==> config.mk <==
export PLATFORM = sky130hd
export DESIGN_NAME = cmp_sort_ctrl
export DESIGN_NICKNAME = d
export VERILOG_FILES = /design/src/rtl/cmp_sort_ctrl.sv
export SDC_FILE = /design/constraint.sdc
export NUM_CORES = 1
export LEC_CHECK = 0
export ABC_CLOCK_PERIOD_IN_PS = 11500
export CAP_MARGIN = 20
export CORE_MARGIN = 2
export CORE_UTILIZATION = 35
export DETAILED_ROUTE_END_ITERATION = 10
export SLEW_MARGIN = 20
export SYNTH_ARGS = -nofsm -noshare
export SYNTH_HDL_FRONTEND = slang
export SYNTH_SLANG_ARGS = --single-unit
export TNS_END_PERCENT = 50
==> constraint.sdc <==
create_clock -name clk -period 11.5 [get_ports clk]
set_clock_uncertainty 0.2 [all_clocks]
set_input_delay 1.15 -clock clk [delete_from_list [all_inputs] [get_ports clk]]
set_output_delay 1.15 -clock clk [all_outputs]
set_load 0.05 [all_outputs]
==> src/rtl/cmp_sort_ctrl.sv <==
// Shared-comparator bubble sorter: serial load, in-place ascending sort (one compare-and-swap
// per clock), serial drain. Define CMP_SORT_EARLY_EXIT_EN to stop after a swap-free pass.
module cmp_sort_ctrl #(
  parameter int N = 8,
  parameter int W = 4
) (
  input  logic         clk,
  input  logic         rstn,
  input  logic         in_valid,
  output logic         in_ready,
  input  logic [W-1:0] in_data,
  input  logic         signed_mode,
  input  logic         start,
  output logic         busy,
  output logic         out_valid,
  input  logic         out_ready,
  output logic [W-1:0] out_data,
  output logic         done,
  output logic [7:0]   swap_cnt
);
  localparam int IW = $clog2(N);
  localparam int CW = $clog2(N + 1);

  typedef enum logic [1:0] {
    LOAD  = 2'd0,
    SORT  = 2'd1,
    DRAIN = 2'd2
  } state_e;

  // Flipping the sign bit maps two's-complement order onto unsigned order.
  function automatic logic gt(input logic [W-1:0] a, input logic [W-1:0] b, input logic sgn);
    logic [W-1:0] ka;
    logic [W-1:0] kb;
    ka = a;
    kb = b;
    ka[W-1] = a[W-1] ^ sgn;
    kb[W-1] = b[W-1] ^ sgn;
    return ka > kb;
  endfunction

  state_e         state_q, state_d;
  logic [CW-1:0]  cnt_q, cnt_d;
  logic [W-1:0]   mem_q [N];
  logic [W-1:0]   mem_d [N];
  logic [IW-1:0]  idx_q, idx_d;
  logic [IW-1:0]  pass_q, pass_d;
  logic [IW-1:0]  rd_q, rd_d;
  logic           mode_q, mode_d;
  logic [7:0]     swap_cnt_q, swap_cnt_d;
  logic           in_ready_q, in_ready_d;
  logic           busy_q, busy_d;
  logic           out_valid_q, out_valid_d;
  logic           done_q, done_d;
  logic [W-1:0]   out_data_q, out_data_d;
  logic [W-1:0]   cmp_a, cmp_b;
  logic [IW-1:0]  last_idx;
  logic           do_swap;
  logic           exit_now;
`ifdef CMP_SORT_EARLY_EXIT_EN
  logic           swapped_q, swapped_d;
`endif

  // Next-state, datapath and registered-output computation
  always_comb begin
    state_d    = state_q;
    cnt_d      = cnt_q;
    mem_d      = mem_q;
    idx_d      = idx_q;
    pass_d     = pass_q;
    rd_d       = rd_q;
    mode_d     = mode_q;
    swap_cnt_d = swap_cnt_q;
    done_d     = 1'b0;
    cmp_a      = mem_q[idx_q];
    cmp_b      = mem_q[idx_q + IW'(1)];
    last_idx   = IW'(N - 2) - pass_q;
    do_swap    = 1'b0;
    exit_now   = 1'b0;
`ifdef CMP_SORT_EARLY_EXIT_EN
    swapped_d  = swapped_q;
`endif
    case (state_q)
      LOAD: begin
        if (in_valid && in_ready_q) begin
          mem_d[cnt_q[IW-1:0]] = in_data;
          cnt_d = cnt_q + CW'(1);
        end else if (start && (cnt_q == CW'(N))) begin
          state_d    = SORT;
          mode_d     = signed_mode;
          swap_cnt_d = 8'd0;
          pass_d     = '0;
          idx_d      = '0;
`ifdef CMP_SORT_EARLY_EXIT_EN
          swapped_d  = 1'b0;
`endif
        end else begin
          state_d = LOAD;
        end
      end
      SORT: begin
        do_swap = gt(cmp_a, cmp_b, mode_q);
        if (do_swap) begin
          mem_d[idx_q]         = cmp_b;
          mem_d[idx_q + IW'(1)] = cmp_a;
          swap_cnt_d = (swap_cnt_q == 8'hFF) ? swap_cnt_q : swap_cnt_q + 8'd1;
        end else begin
          swap_cnt_d = swap_cnt_q;
        end
`ifdef CMP_SORT_EARLY_EXIT_EN
        exit_now = (pass_q == IW'(N - 2)) || !(swapped_q || do_swap);
`else
        exit_now = (pass_q == IW'(N - 2));
`endif
        if (idx_q == last_idx) begin
          idx_d  = '0;
          pass_d = pass_q + IW'(1);
`ifdef CMP_SORT_EARLY_EXIT_EN
          swapped_d = 1'b0;
`endif
          if (exit_now) begin
            state_d = DRAIN;
            rd_d    = '0;
          end else begin
            state_d = SORT;
          end
        end else begin
          idx_d = idx_q + IW'(1);
`ifdef CMP_SORT_EARLY_EXIT_EN
          swapped_d = swapped_q || do_swap;
`endif
        end
      end
      DRAIN: begin
        if (out_valid_q && out_ready) begin
          if (rd_q == IW'(N - 1)) begin
            state_d = LOAD;
            cnt_d   = '0;
            done_d  = 1'b1;
          end else begin
            rd_d = rd_q + IW'(1);
          end
        end else begin
          rd_d = rd_q;
        end
      end
      default: begin
        state_d = LOAD;
        cnt_d   = '0;
      end
    endcase
    in_ready_d  = (state_d == LOAD) && (cnt_d < CW'(N));
    busy_d      = (state_d == SORT) || (state_d == DRAIN);
    out_valid_d = (state_d == DRAIN);
    out_data_d  = mem_d[rd_d];
  end

  // Control and output registers with synchronous active-low reset
  always_ff @(posedge clk) begin
    if (!rstn) begin
      state_q     <= LOAD;
      cnt_q       <= '0;
      idx_q       <= '0;
      pass_q      <= '0;
      rd_q        <= '0;
      mode_q      <= 1'b0;
      swap_cnt_q  <= 8'd0;
      in_ready_q  <= 1'b0;
      busy_q      <= 1'b0;
      out_valid_q <= 1'b0;
      done_q      <= 1'b0;
      out_data_q  <= '0;
`ifdef CMP_SORT_EARLY_EXIT_EN
      swapped_q   <= 1'b0;
`endif
    end else begin
      state_q     <= state_d;
      cnt_q       <= cnt_d;
      idx_q       <= idx_d;
      pass_q      <= pass_d;
      rd_q        <= rd_d;
      mode_q      <= mode_d;
      swap_cnt_q  <= swap_cnt_d;
      in_ready_q  <= in_ready_d;
      busy_q      <= busy_d;
      out_valid_q <= out_valid_d;
      done_q      <= done_d;
      out_data_q  <= out_data_d;
`ifdef CMP_SORT_EARLY_EXIT_EN
      swapped_q   <= swapped_d;
`endif
    end
  end

  // Operand buffer; contents are meaningless after reset so it is not cleared
  always_ff @(posedge clk) begin
    mem_q <= mem_d;
  end

  assign in_ready  = in_ready_q;
  assign busy      = busy_q;
  assign out_valid = out_valid_q;
  assign out_data  = out_data_q;
  assign done      = done_q;
  assign swap_cnt  = swap_cnt_q;
endmodule

==> metrics.md <==
| Metric | Value |
|---|---|
| Arrival @ worst endpoint | 6070 ps |
| Power Total | 706.2 µW |
| First-pass GRT wire length | 27.29 mm |
| Initial drt markers | 648 |
| Clock Tree Root | clkbuf_16 |
| CTS sink cnt | 64 |
| Clock latency on the worst-skew pair | 340 ps |
| Final Critical Period | 6078 ps |
| Worst-path fanout max | 50 |
| Worst-path clk slew | 60 ps |
| Num rows | 42 |
| Clock Path Buffers | 2 |
| Io pins | 26 |
| Area occupied by multi-input gates | 3324 µm² |
| Synth Instances | 601 |
| Area added between synthesis and finish | 15.43% |
| Syn_nets | 629 |
| Fmax achieved | 164.5 MHz |
| Post-synth top flop | dfxtp_1 |
| Number of global-route vias before repair | 4824 |
| Height of the die | 121.5 µm |
| Number of synthesized flops with an enable pin | 0 |
| Die area | 14760 µm² |
| Share of cells above drive strength 1 | 7.903% |
| Total GRT Usage | 24.17% |
| YS warnings | 0 |
| Detailed-route wire length per cell | 21.89 µm |
| Total CTS buffers | 9 |
| Core area | 13350 µm² |
| Fillers | 1388 |
| Die width | 121.5 µm |
| Grt ovf | 0 |
| Crit. End Element | flop |
| Slew margin rel. | 30.14% |
| Crit-path max cell delay | 800 ps |
| Synth top area share | 26.51% |
| CTS tree | built |
| Ant. Diodes | 0 |
| TNS Setup | 0 ps |
| Unrepaired setup endpoints after global routing | false |
| Post-synthesis cell type count | 73 |
| Slowest cell on the critical path | a21oi_1 |
| Top Usage Layer GRT | met2 |
| WL final | 17.42 mm |
| Placed Area | 5221 µm² |
| Post-cts resize count | 0 |
| Synthesized flop and latch total | 64 |
| Post-Synthesis Cell Area | 4832 µm² |
| Worst vdd ir | 0.00007367 V |
| CP required | 11490 ps |
| Drt pass-1 iters | 5 |
| Layout net count | 643 |
| Reg area | 1282 µm² |
| Max-cap viol count | 0 |
| Final Cell Area | 5578 µm² |
| Clock H-tree levels | 3 |
| Yosys top cell by area | dfxtp_1 |
| WS Path Type | reg -> reg |
| Drt drc | 0 |
| CP cell instances | buf_4 -> ha_1 -> xor2_2 -> mux4_2 -> xor2_1 -> ha_1 -> a21oi_1 -> a21oi_1 -> nand2_1 -> a21oi_1 -> nor4bb_1 -> xnor2_1 -> nor2_1 |
| Global routing met1 resource utilization | 33.92% |
| P_leak | 2.079 nW |
| Initial antenna violation count | 0 |
| Outcome | complete, no violations |
| I/O Buffers | 25 |
| Met2 Track Usage GR | 37.01% |
| Max-slew violation count | 0 |
| Routability congestion estimate | 0.9863 |
| Most common cell on crit path | a21oi_1 |
| Area contributors post-synth | dfxtp_1, nand2_1, mux2i_1, o221ai_1, ha_1 |
| Postcts setup bufs | 0 |
| Final setup vio count | 0 |
| Drt via density | 6.416 |
| Largest net degree at the start of global routing | 51 |
| Pwr dens | 126.6 nW/µm² |
| Ys async rst share | 0% |
| Final hold vios | 0 |
| Via Count | 5107 |
| HPWL Detailed | 12.53 mm |
| Syn avg cell area | 8.040 µm² |
| Hold WC Path Type | reg -> reg |
| Sequential share of the synthesized area | 26.51% |
| Initial core utilization | 36.20% |
| GR Util met3 | 4.887% |
| Tcrit/Tclk final | 52.85% |
| Worst slew pin tran | 1048 ps |
| Post-route ant nets | 0 |
| Startpoint types | flop |
| CTS hold repair buffers | 0 |
## sequential cells by signal (all words and copies together), names as in the netlist
signal / cells
mem_q: 32
rd_q: 3
pass_q: 3
out_data: 4
out_valid: 1
done: 1
cnt_q: 4
busy: 1
state_q: 2
in_ready: 1
mode_q: 1
idx_q: 3
swap_cnt: 8
## worst max-delay path: cells and delay by family, from the launching register on
kind                       cells  cell delay (ps)
AOI/OAI and AO/OA              3             1640
DFF                            1              320
buffers and inverters          1              520
xor gates and xnor gates       3             1070
adders and majority gates      2              830
muxes                          1              700
and+or+nand+nor                3              620
## cells by family after synthesis
kind of cell | Yosys count | synth area share [%]
AND/OR/NAND/NOR | 238 | 23.54
AO/OA/AOI/OAI | 173 | 26.80
flip-flops | 64 | 26.51
buffers and inverters | 52 | 4.816
multiplexers | 39 | 10.28
adder cells (fa/ha/maj) | 18 | 4.661
XOR/XNOR | 17 | 3.392
## cell usage after synthesis (all sizes together) (4+ instances only)
library cell / number
a211oi: 6
a21oi: 35
a221oi: 7
a22o: 5
a22oi: 12
and2: 9
and3: 10
buf: 16
clkbuf: 15
dfxtp: 64
ha: 18
inv: 20
mux2i: 29
mux4: 8
nand2: 84
nand2b: 7
nand3: 12
nand3b: 4
nand4: 7
nand4b: 5
nor2: 57
nor2b: 11
nor3: 21
o211ai: 16
o21ai: 22
o221ai: 35
o22ai: 7
xnor2: 4
xor2: 13
## routing by layer
layer | routed length, µm | share of wire (%) | vias to the layer above
li1 | - | - | 2306
met1 | 7449 | 43 | 2427
met2 | 7633 | 44 | 331
met3 | 1885 | 11 | 43
met4 | 455 | 2.6 | 0
met5 | 0 | 0 | -
## path summary, 6_finish.rpt
check	slack, ps	to	depth (start not counted)	from
worst max-delay path	5420	swap_cnt[7]	13	idx_q[0]
worst min-delay path	320	swap_cnt[1]	2	swap_cnt[1]
worst max register to register	5420	swap_cnt[7]	13	idx_q[0]
worst min register to register	320	swap_cnt[1]	2	swap_cnt[1]
## cell type report
type | instances | share of cell area [%]
clock inverter | 6 | 2.064
multi-input combinational | 485 | 59.60
timing repair buffer | 34 | 5.698
clock buffer | 10 | 4.284
inverter | 21 | 1.413
tap | 176 | 3.948
sequential | 64 | 22.99
## layout by cell type (no fill, tap or decap), types with 3 or more instances in the layout
cell,n
a211oi_1,6
a21o_1,3
a21oi_1,35
a221oi_1,5
a22o_1,5
a22oi_1,12
and2_1,9
and3_1,10
buf_4,9
bufinv_16,3
clkbuf_16,9
clkdlybuf4s50_1,25
dfxtp_1,63
ha_1,18
inv_1,20
mux2i_1,29
mux4_2,7
nand2_1,84
nand2b_1,6
nand3_1,11
nand3b_1,4
nand4_1,7
nand4b_1,5
nor2_1,57
nor2b_1,11
nor3_1,21
o211ai_1,14
o21ai_0,21
o221ai_1,33
o22ai_1,7
or3_1,3
xnor2_1,3
xor2_1,12
## per-stage QoR
step                      setup WS [ps]  hold WS [ps]  instances  util [%]
final                              5422         320.9        796     41.79
after global routing               5098         364.0        796     41.79
after CTS                          5536         326.1        796     41.77
after detailed placement           5524         316.6        780     39.12
after global placement             5735         301.8        780     39.12
after floorplan                    7306         279.2        601         -
## power by group
group / switching, mW / internal (mW) / total (mW)
Combinational: 0.0926 / 0.0425 / 0.135
Sequential: 0.0110 / 0.230 / 0.241
Clock: 0.111 / 0.219 / 0.330
Total: 0.215 / 0.492 / 0.706
(Power assumes the default switching activity.)
